**config.mk**
```make
export PLATFORM = sky130hd
export DESIGN_NAME = wb_master_arbiter
export DESIGN_NICKNAME = d
export VERILOG_FILES = /design/src/rtl/wb_arb_pkg.sv /design/src/rtl/wb_rr_pick.sv /design/src/rtl/wb_master_arbiter.sv
export SDC_FILE = /design/constraint.sdc
export NUM_CORES = 1
export LEC_CHECK = 0
export BUFFER_PORTS_ARGS = -buffer_cell sky130_fd_sc_hd__buf_4
export CAP_MARGIN = 20
export CORE_AREA = 2 2 168 170
export DETAILED_ROUTE_END_ITERATION = 8
export DIE_AREA = 0 0 170 172
export PLACE_DENSITY_LB_ADDON = 0.08
export SLEW_MARGIN = 25
export SYNTH_ARGS = -nofsm -noshare
export SYNTH_HDL_FRONTEND = slang
export SYNTH_SLANG_ARGS = --single-unit
```
**constraint.sdc**
```tcl
create_clock -name wb_clk_i -period 1.84 [get_ports wb_clk_i]
set_clock_uncertainty 0.05 [all_clocks]
set_input_delay 0.184 -clock wb_clk_i [delete_from_list [all_inputs] [get_ports wb_clk_i]]
set_output_delay 0.184 -clock wb_clk_i [all_outputs]
set_load 0.02 [all_outputs]
```
**src/rtl/wb_arb_pkg.sv**
```systemverilog
// Shared types and bus widths for the Wishbone master arbiter.
package wb_arb_pkg;

   typedef enum logic {
      ARB_IDLE,
      ARB_BUSY
   } arb_state_e;

   localparam int WB_AW = 32;
   localparam int WB_DW = 32;
   localparam int WB_SW = 4;

endpackage

```
**src/rtl/wb_rr_pick.sv**
```systemverilog
// Combinational round-robin picker: first requester after the last winner, wrapping.
module wb_rr_pick
   import wb_arb_pkg::*;
#(
   parameter int NUM_MASTERS = 3
) (
   input  logic [NUM_MASTERS-1:0]         req,
   input  logic [$clog2(NUM_MASTERS)-1:0] last,
   output logic                           valid,
   output logic [$clog2(NUM_MASTERS)-1:0] winner
);

   localparam int IW = $clog2(NUM_MASTERS);

   int unsigned idx;

   // Scan last+1 .. last+NUM_MASTERS modulo NUM_MASTERS and keep the first hit.
   always_comb begin
      valid  = 1'b0;
      winner = '0;
      idx    = 0;
      for (int unsigned k = 1; k <= NUM_MASTERS; k++) begin
         idx = (32'(last) + k) % NUM_MASTERS;
         if (!valid && req[IW'(idx)]) begin
            valid  = 1'b1;
            winner = IW'(idx);
         end
      end
   end

endmodule

```
**src/rtl/wb_master_arbiter.sv**
```systemverilog
// Round-robin arbiter sharing one Wishbone master port among NUM_MASTERS
// requesters, with a per-transfer stall watchdog.
module wb_master_arbiter
   import wb_arb_pkg::*;
#(
   parameter int NUM_MASTERS    = 3,
   parameter int TIMEOUT_CYCLES = 255,
   parameter int CNT_W          = 8
) (
   input  logic                           wb_clk_i,
   input  logic                           wb_rst_ni,
   input  logic [WB_AW*NUM_MASTERS-1:0]   wbm_adr_i,
   input  logic [WB_DW*NUM_MASTERS-1:0]   wbm_dat_i,
   input  logic [WB_SW*NUM_MASTERS-1:0]   wbm_sel_i,
   input  logic [NUM_MASTERS-1:0]         wbm_we_i,
   input  logic [NUM_MASTERS-1:0]         wbm_cyc_i,
   input  logic [NUM_MASTERS-1:0]         wbm_stb_i,
   output logic [WB_DW*NUM_MASTERS-1:0]   wbm_dat_o,
   output logic [NUM_MASTERS-1:0]         wbm_ack_o,
   output logic [NUM_MASTERS-1:0]         wbm_err_o,
   output logic [NUM_MASTERS-1:0]         wbm_rty_o,
   output logic [WB_AW-1:0]               wbs_adr_o,
   output logic [WB_DW-1:0]               wbs_dat_o,
   output logic [WB_SW-1:0]               wbs_sel_o,
   output logic                           wbs_we_o,
   output logic                           wbs_cyc_o,
   output logic                           wbs_stb_o,
   input  logic [WB_DW-1:0]               wbs_dat_i,
   input  logic                           wbs_ack_i,
   input  logic                           wbs_err_i,
   input  logic                           wbs_rty_i,
   output logic                           timeout_o,
   output logic [$clog2(NUM_MASTERS)-1:0] timeout_mst_o
);

   localparam int               IW       = $clog2(NUM_MASTERS);
   localparam bit               WD_EN    = (TIMEOUT_CYCLES != 0);
   localparam logic [CNT_W-1:0] CNT_LAST = CNT_W'(TIMEOUT_CYCLES - 1);

   arb_state_e       state, state_d;
   logic [IW-1:0]    gnt, gnt_d;
   logic [IW-1:0]    last_grant, last_d;
   logic [IW-1:0]    tmo_mst_d;
   logic [CNT_W-1:0] cnt, cnt_d;
   logic             pick_valid;
   logic [IW-1:0]    pick_idx;
   logic             cyc_g, stb_g, resp, stalled, fire;

   logic [WB_AW-1:0] adr_m  [NUM_MASTERS];
   logic [WB_DW-1:0] wdat_m [NUM_MASTERS];
   logic [WB_SW-1:0] sel_m  [NUM_MASTERS];
   logic [WB_DW-1:0] rdat_m [NUM_MASTERS];

   for (genvar g = 0; g < NUM_MASTERS; g++) begin : g_unpack
      assign adr_m[g]                    = wbm_adr_i[g*WB_AW +: WB_AW];
      assign wdat_m[g]                   = wbm_dat_i[g*WB_DW +: WB_DW];
      assign sel_m[g]                    = wbm_sel_i[g*WB_SW +: WB_SW];
      assign wbm_dat_o[g*WB_DW +: WB_DW] = rdat_m[g];
   end

   wb_rr_pick #(
      .NUM_MASTERS(NUM_MASTERS)
   ) u_pick (
      .req   (wbm_cyc_i),
      .last  (last_grant),
      .valid (pick_valid),
      .winner(pick_idx)
   );

   // State, grant, round-robin pointer, watchdog counter and last timeout source.
   always_ff @(posedge wb_clk_i) begin
      if (!wb_rst_ni) begin
         state         <= ARB_IDLE;
         gnt           <= '0;
         last_grant    <= IW'(NUM_MASTERS - 1);
         cnt           <= '0;
         timeout_mst_o <= '0;
      end else begin
         state         <= state_d;
         gnt           <= gnt_d;
         last_grant    <= last_d;
         cnt           <= cnt_d;
         timeout_mst_o <= tmo_mst_d;
      end
   end

   // Next-state, bus muxing, response routing and watchdog decision.
   always_comb begin
      state_d   = state;
      gnt_d     = gnt;
      last_d    = last_grant;
      cnt_d     = '0;
      tmo_mst_d = timeout_mst_o;
      wbs_adr_o = '0;
      wbs_dat_o = '0;
      wbs_sel_o = '0;
      wbs_we_o  = 1'b0;
      wbs_cyc_o = 1'b0;
      wbs_stb_o = 1'b0;
      wbm_ack_o = '0;
      wbm_err_o = '0;
      wbm_rty_o = '0;
      timeout_o = 1'b0;
      for (int unsigned i = 0; i < NUM_MASTERS; i++) rdat_m[i] = '0;
      cyc_g   = wbm_cyc_i[gnt];
      stb_g   = wbm_stb_i[gnt];
      resp    = wbs_ack_i | wbs_err_i | wbs_rty_i;
      stalled = 1'b0;
      fire    = 1'b0;

      case (state)
         ARB_IDLE: begin
            if (pick_valid) begin
               gnt_d   = pick_idx;
               state_d = ARB_BUSY;
            end
         end
         ARB_BUSY: begin
            wbs_adr_o = adr_m[gnt];
            wbs_dat_o = wdat_m[gnt];
            wbs_sel_o = sel_m[gnt];
            wbs_we_o  = wbm_we_i[gnt];
            if (cyc_g) begin
               // A response in the would-be firing cycle takes priority over the watchdog.
               stalled        = WD_EN && stb_g && !resp;
               fire           = stalled && (cnt >= CNT_LAST);
               wbs_cyc_o      = 1'b1;
               wbs_stb_o      = stb_g && !fire;
               rdat_m[gnt]    = wbs_dat_i;
               wbm_ack_o[gnt] = wbs_ack_i;
               wbm_err_o[gnt] = wbs_err_i | fire;
               wbm_rty_o[gnt] = wbs_rty_i;
               timeout_o      = fire;
               if (fire) begin
                  tmo_mst_d = gnt;
               end else if (stalled) begin
                  cnt_d = (cnt == '1) ? cnt : cnt + 1'b1;
               end
            end else begin
               state_d = ARB_IDLE;
               last_d  = gnt;
            end
         end
         default: state_d = ARB_IDLE;
      endcase
   end

endmodule

```
Word level (Yosys, flattened, before mapping)
Index checks and enable logic that the tools add are counted.
Widths: inputs -> output; s select.
Word-level totals
  latch bits: 0
  RAM bits: 0
  memories: 0
  logic and storage cells: 99
  bits of input ports: 250
  bits in registers: 15
  output and inout port bits: 179
  ROM bits: 0
Cells by class
  shift operators: 0
  bitwise gates (word level): 12
  multiply operators: 0
  add/subtract/negate cells: 4
  mux-type cells: 51
  equality and inequality tests: 1
  div/mod/pow operators: 3
  magnitude comparators: 8
  reduce and logical (&&, ||, !) cells: 15
Operator list (number)
  $mux 32: 7
  $mux 96: 2
  $bmux 32 s2: 2
  $and 96x96->96: 1
  $mod 32x2->32 const B: 3
  $demux 32 s2: 1
  $mux 1: 18
  $mux 3: 6
  $bmux 1 s2: 6
  $lt 2x3->1 const B: 4
  $mux 4: 3
  $and 3x3->3: 3
  $add 8x1->8 const B: 1
  $bmux 4 s2: 1
  $eq 8x8->1 const B: 1
  $ge 8x8->1 const B: 1
  $logic_and 1x1->1: 7
  $add 2x2->3 const B: 2
  $mux 2: 3
  $reduce_or 5->1: 1
  $logic_not 1->1: 4
  $not 1->1: 4
  $reduce_and 2->1: 2
  $add 2x1->3 const B: 1
  8 further kinds: 10

Logic depth before layout (Yosys ltp)
  word-level depth: 13
  depth in mapped cells: 8
  gate-level depth less buffers: 7

Cells and area by module
From an unflattened synthesis, not the netlist that was laid out.
Unflattened totals
  cells, all modules: 528
  area, all modules: 3503.4 um^2
Modules (own cells, without submodules)
  wb_master_arbiter: sequential area each 300.3 um^2, area an instance 3372.0 um^2, instances 1, cells an instance 508
  wb_rr_pick: sequential area each 0.0 um^2, area an instance 131.4 um^2, instances 1, cells an instance 20

Worst setup path after synthesis
OpenSTA, ideal clock, no wires.
  path kind: flip-flop to output port
  start: register gnt[0]
  end: output port timeout_o
  arrival time: 1.540 ns
  setup slack: 0.066 ns
  required time: 1.606 ns
  stages on the path, launching flop included: 6
  buffers on the path: 1
  cells stage by stage: dfxtp_1 nor2b_1 buf_2 a2bb2oi_1 nor4_2 nor3b_1
On the way
  word-level cells in the longest chain between the ends: 6
  elaborated cells between the ends (all ways): 8
  those cells by class: mux (6); reduce/logical (2)
RTL lines
  from (decl): line wb_master_arbiter.sv:41  | logic [IW-1:0] gnt, gnt_d;
  from (signal assigned): line wb_master_arbiter.sv:80  | gnt <= gnt_d;
  $bmux 1 s2: line wb_master_arbiter.sv:106  | stb_g = wbm_stb_i[gnt];
  $mux 1 (implied by the code): line wb_master_arbiter.sv:106
  $logic_and 1x1->1: line wb_master_arbiter.sv:125  | stalled = WD_EN && stb_g && !resp;
  $logic_and 1x1->1: line wb_master_arbiter.sv:126  | fire = stalled && (cnt >= CNT_LAST);
  $mux 1 (*): line wb_master_arbiter.sv:123  | if (cyc_g) begin
  $mux 1 (*): line wb_master_arbiter.sv:111  | case (state)
  to (decl): line wb_master_arbiter.sv:32  | output logic timeout_o,
Every way passes the cells marked *; elsewhere a longest branch is shown, timed or not. The select of a mux whose other input is x is not followed.

Worst setup path after layout
  start: register gnt[1]
  end: output port wbm_dat_o[69]
On the way
  word-level cells in the longest chain between the ends: 8
  elaborated cells between the ends (all ways): 11
  those cells by class: order compare (2); mux (6); bitwise (2); reduce/logical (1)
RTL lines
  $not 2->3 (implied by the code): line wb_master_arbiter.sv:129  | rdat_m[gnt] = wbs_dat_i;
  $ge 3x3->1 (implied by the code) / $lt 3x1->1 (equally long branches): line wb_master_arbiter.sv:129
  $logic_and 1x1->1 (implied by the code): line wb_master_arbiter.sv:129
  $mux 32 (implied by the code): line wb_master_arbiter.sv:129
  $demux 32 s2: line wb_master_arbiter.sv:129
  $and 96x96->96 (no source line)
  $mux 96 (*): line wb_master_arbiter.sv:123
  $mux 96 (*): line wb_master_arbiter.sv:111
  to (decl): line wb_master_arbiter.sv:18  | output logic [WB_DW*NUM_MASTERS-1:0] wbm_dat_o,
Marks and branches as above.

==> results by stage <==
Pwr:
- In this run the power density over the cells is between 300 and 400 nW/um2.
- Summed over all cells, the static leakage comes to approximately 4 nW.
- Across the VDD grid, the largest voltage drop is approximately 0.28 mV.

GRT:
- The initial antenna violation count came to 0.
- The all-layer global routing usage is 14.4%.
- The first global-routing pass estimated about 32000 um of wire.
- Global routing finished with a remaining overflow of 0.
- The number of global-route vias before repair is around 5.2k.
- The maximum number of pins on one net before global-route repair is 70.

Drt:
- The number of design rule violations left after detail routing is 0.
- The average wire per standard cell is ~18 um.
- The post-detailed-route count of antenna-violating nets is 0.
- Detailed routing inserted a total of 5328 vias.
- After detailed routing, the number of vias per cell comes to 3.97.
- The wire length after detailed routing is 24000 um.
- The first routing iteration left 160 violations.
- The number of optimization iterations in the first detailed-route pass is 4.

Run:
- The number of max-cap violations is 0.

Clock network:
- The clock edge transition at the registers on the reported setup and hold paths is ~0.050 ns.
- The number of buffers inserted by hold repair at cts is 0.
- Clock tree synthesis found a total of 15 sinks.
- The total clock buffers created by CTS is 3.
- The tree is rooted in a sky130_fd_sc_hd__clkbuf_16.
- CTS built an H-tree with a depth of 1.
- TritonCTS built the clock tree.
- The number of buffers on the longest clock path is 2.
- The clock latency on the worst-skew pair is approximately 0.25 ns.

Floorplanning:
- The floorplan step defined a die boundary enclosing between 20000 and 30000 um2.
- The top-level I/O count is between 400 and 500.
- The starting density of the core is 12.2%.
- The count of standard-cell rows is 61.
- The floorplan step set the die height to approximately 170 um.
- The region available for standard cell placement spans 27500 um2.
- The die is around 170 um wide.

STA:
- The measured slew at the worst slew-check pin is about 0.35 ns.
- The setup slack after layout is -0.161 ns.
- The final number of hold-violating endpoints is 0.
- Setup repair after global routing could not meet its margin everywhere.
- The worst path in the final design needs a cycle of around 2 ns, including I/O delays and setup.
- Derived from the worst setup path, the maximum achievable clock frequency is between 400 and 500 MHz.
- The count of pins over their slew limit was 0.
- Setup violations remaining at the end of the flow were counted as ~130.
- The worst relative slew slack is between 70% and 80%.
- The ratio of final minimum period to clock period is 109%.
- The final setup TNS is -11.32 ns.

Synthesis:
- The most used flip-flop cell after synthesis is sky130_fd_sc_hd__dfxtp_1.
- The sequential fraction of the synthesis area is 8.96%.
- The synthesized design contains 15 register bits.
- The synthesized net count is roughly 790.
- The mean post-synth cell area is approximately 6.2 um2.
- The netlist area before placement is about 3400 um2.
- Counting flops with a built-in enable in the synthesized netlist gives 0.
- Counting every instance in the synthesized netlist gives roughly 540.
- Of all flip-flops after synthesis, the portion carrying an async set or reset was 0%.
- The area share of the largest cell type after synthesis is 22.4%.
- The number of warnings issued by yosys is 0.
- After synthesis, the netlist uses 41 different library cells.
- Yosys attributes the largest share of cell area to sky130_fd_sc_hd__mux2i_1 22%, sky130_fd_sc_hd__and2_1 19%, sky130_fd_sc_hd__nor2_1 16%, sky130_fd_sc_hd__a21oi_1 11%, sky130_fd_sc_hd__dfxtp_1 9.0%.
- The synthesized design spends more area on one cell type than any other, namely sky130_fd_sc_hd__mux2i_1.

Hold path:
- The path class of the lowest-slack min-delay path is input port to flip-flop.

Final layout:
- The filler cells instantiated in the layout total about 3.1k.
- The library cell used most frequently in the layout, excluding fill and tap cells, is sky130_fd_sc_hd__buf_4.
- 0 antenna diodes ended up in the layout.
- The combined area of the multi-input logic cells is a little over 3000 um2.
- The sequential cells in the finished layout cover a total of just over 300 um2.
- The area growth from synthesis to layout is 147%.
- The net count reported at finish is 1252.
- The fraction of final layout cells with drive strength greater than 1 is 56.6%.
- In the layout the commonest cells are 406 x sky130_fd_sc_hd__buf_4, 144 x sky130_fd_sc_hd__nor2_1, 79 x sky130_fd_sc_hd__and2_1.

Critical path:
- The worst setup path is captured at an output port.
- The maximum fanout count along the critical path is 8.
- The data arrival time of the critical path is roughly 1.8 ns.
- The critical path is of the flip-flop to output port type.
- At the worst endpoint, the required time is approximately 1.6 ns.
- STA classifies the critical path startpoint as a flip-flop.

Place:
- The final weighted congestion of routability-driven global placement is roughly 0.77.
- The worst slack at placement is 0.0338 ns.
- The count of buffers added on input and output ports is 428.
- Summed over all nets, the half-perimeter wirelength after detailed placement is approximately 18000 um.

Status:
- The flow ran to the end, but the final reports show violations.
- The checks that failed: negative setup slack.
==> registers in the layout, indices dropped and copies added (netlist names) <==
name,cells
gnt,2
timeout_mst_o,2
state,1
last_grant,2
cnt,8
==> cells in the mapped netlist (all sizes together) (2+ instances only) <==
cell / n
and3: 2
nor3b: 2
nor2: 146
nor3: 4
a31oi: 2
xor2: 2
o21a: 2
o21ai: 7
xnor2: 2
nor2b: 4
nand4: 2
nor4: 2
a21oi: 74
o211ai: 3
clkbuf: 23
and4: 2
buf: 21
nand2: 11
mux2i: 75
inv: 11
dfxtp: 15
and2: 103
nand3: 5
ha: 5
a211oi: 4
==> layout make-up <==
cell class | instances | share of cell area, %
clock buffer | 3 | 0.908
clock inverter | 1 | 0.0606
inverter | 11 | 0.500
multi-input combinational | 467 | 36.7
sequential | 15 | 3.74
tap | 346 | 5.24
timing repair buffer | 499 | 52.9
==> cell families after synthesis <==
kind of cell             after synthesis  share of synthesized area (%)
AND/OR/NAND/NOR                      283                           41.8
AO/OA/AOI/OAI                        100                           17.2
buffers and inverters                 55                           6.72
XOR/XNOR                               4                           1.05
multiplexers                          75                           22.4
flip-flops                            15                           8.96
adder cells (fa/ha/maj)                5                           1.87
==> through the flow <==
stage / total power, W / util [%] / instance area, um2 / cells / hold slack (ns)
6_report: 0.00329 / 30.1 / 8270 / 1342 / 0.143
5_1_grt: 0.00353 / 30.1 / 8270 / 1342 / 0.169
4_1_cts: 0.00324 / 28.5 / 7830 / 1327 / 0.141
3_5_place_dp: 0.00262 / 26.4 / 7260 / 1305 / 0.398
3_3_place_gp: 0.00265 / 26.4 / 7260 / 1305 / 0.397
2_1_floorplan: 0.00143 / - / 3350 / 537 / 0.285
==> report_power, final <==
part	leakage (nW)	switching, W	total (W)	internal [W]
clock	0.0409	0.000137	0.000427	0.000290
combinational	3.81	0.00125	0.00251	0.00126
sequential	0.124	0.0000175	0.000355	0.000337
total	3.97	0.00141	0.00329	0.00188
==> final timing paths <==
kind	startpoint	to	slack [ns]	cells after the start
worst max-delay path	gnt[1]	wbm_dat_o[69]	-0.16	8
worst min-delay path	wb_rst_ni	last_grant[1]	0.14	2
worst max register to register	gnt[1]	cnt[6]	0.06	8
worst min register to register	timeout_mst_o[0]	timeout_mst_o[0]	0.43	2
==> per-layer routing <==
metal / global-route usage [%] / vias up / wire length, um
met5: 0 / - / 0
met4: 1.75 / 0 / 261
met3: 2.22 / 14 / 1220
met2: 27.5 / 161 / 12900
met1: 17.3 / 2438 / 9660
li1: - / 2715 / -
==> worst max-delay path, cell delays in order (launching register included) <==
cell	delay [ns]
sky130_fd_sc_hd__dfxtp_4	0.42
sky130_fd_sc_hd__nand2_2	0.06
sky130_fd_sc_hd__o21ai_2	0.06
sky130_fd_sc_hd__o211ai_2	0.16
sky130_fd_sc_hd__nor3b_4	0.23
sky130_fd_sc_hd__buf_12	0.17
sky130_fd_sc_hd__buf_6	0.14
sky130_fd_sc_hd__and2_1	0.14
sky130_fd_sc_hd__buf_6	0.12
==> timing repair <==
action | 4_1_cts | 5_1_grt
pin swaps | 0 | 22
gates cloned | 2 | 11
gates resized for setup | 69 | 58
setup buffers | 16 | 5
setup endpoints to repair | 158 | 180
No activity file was read; power rests on OpenSTA's default activity.
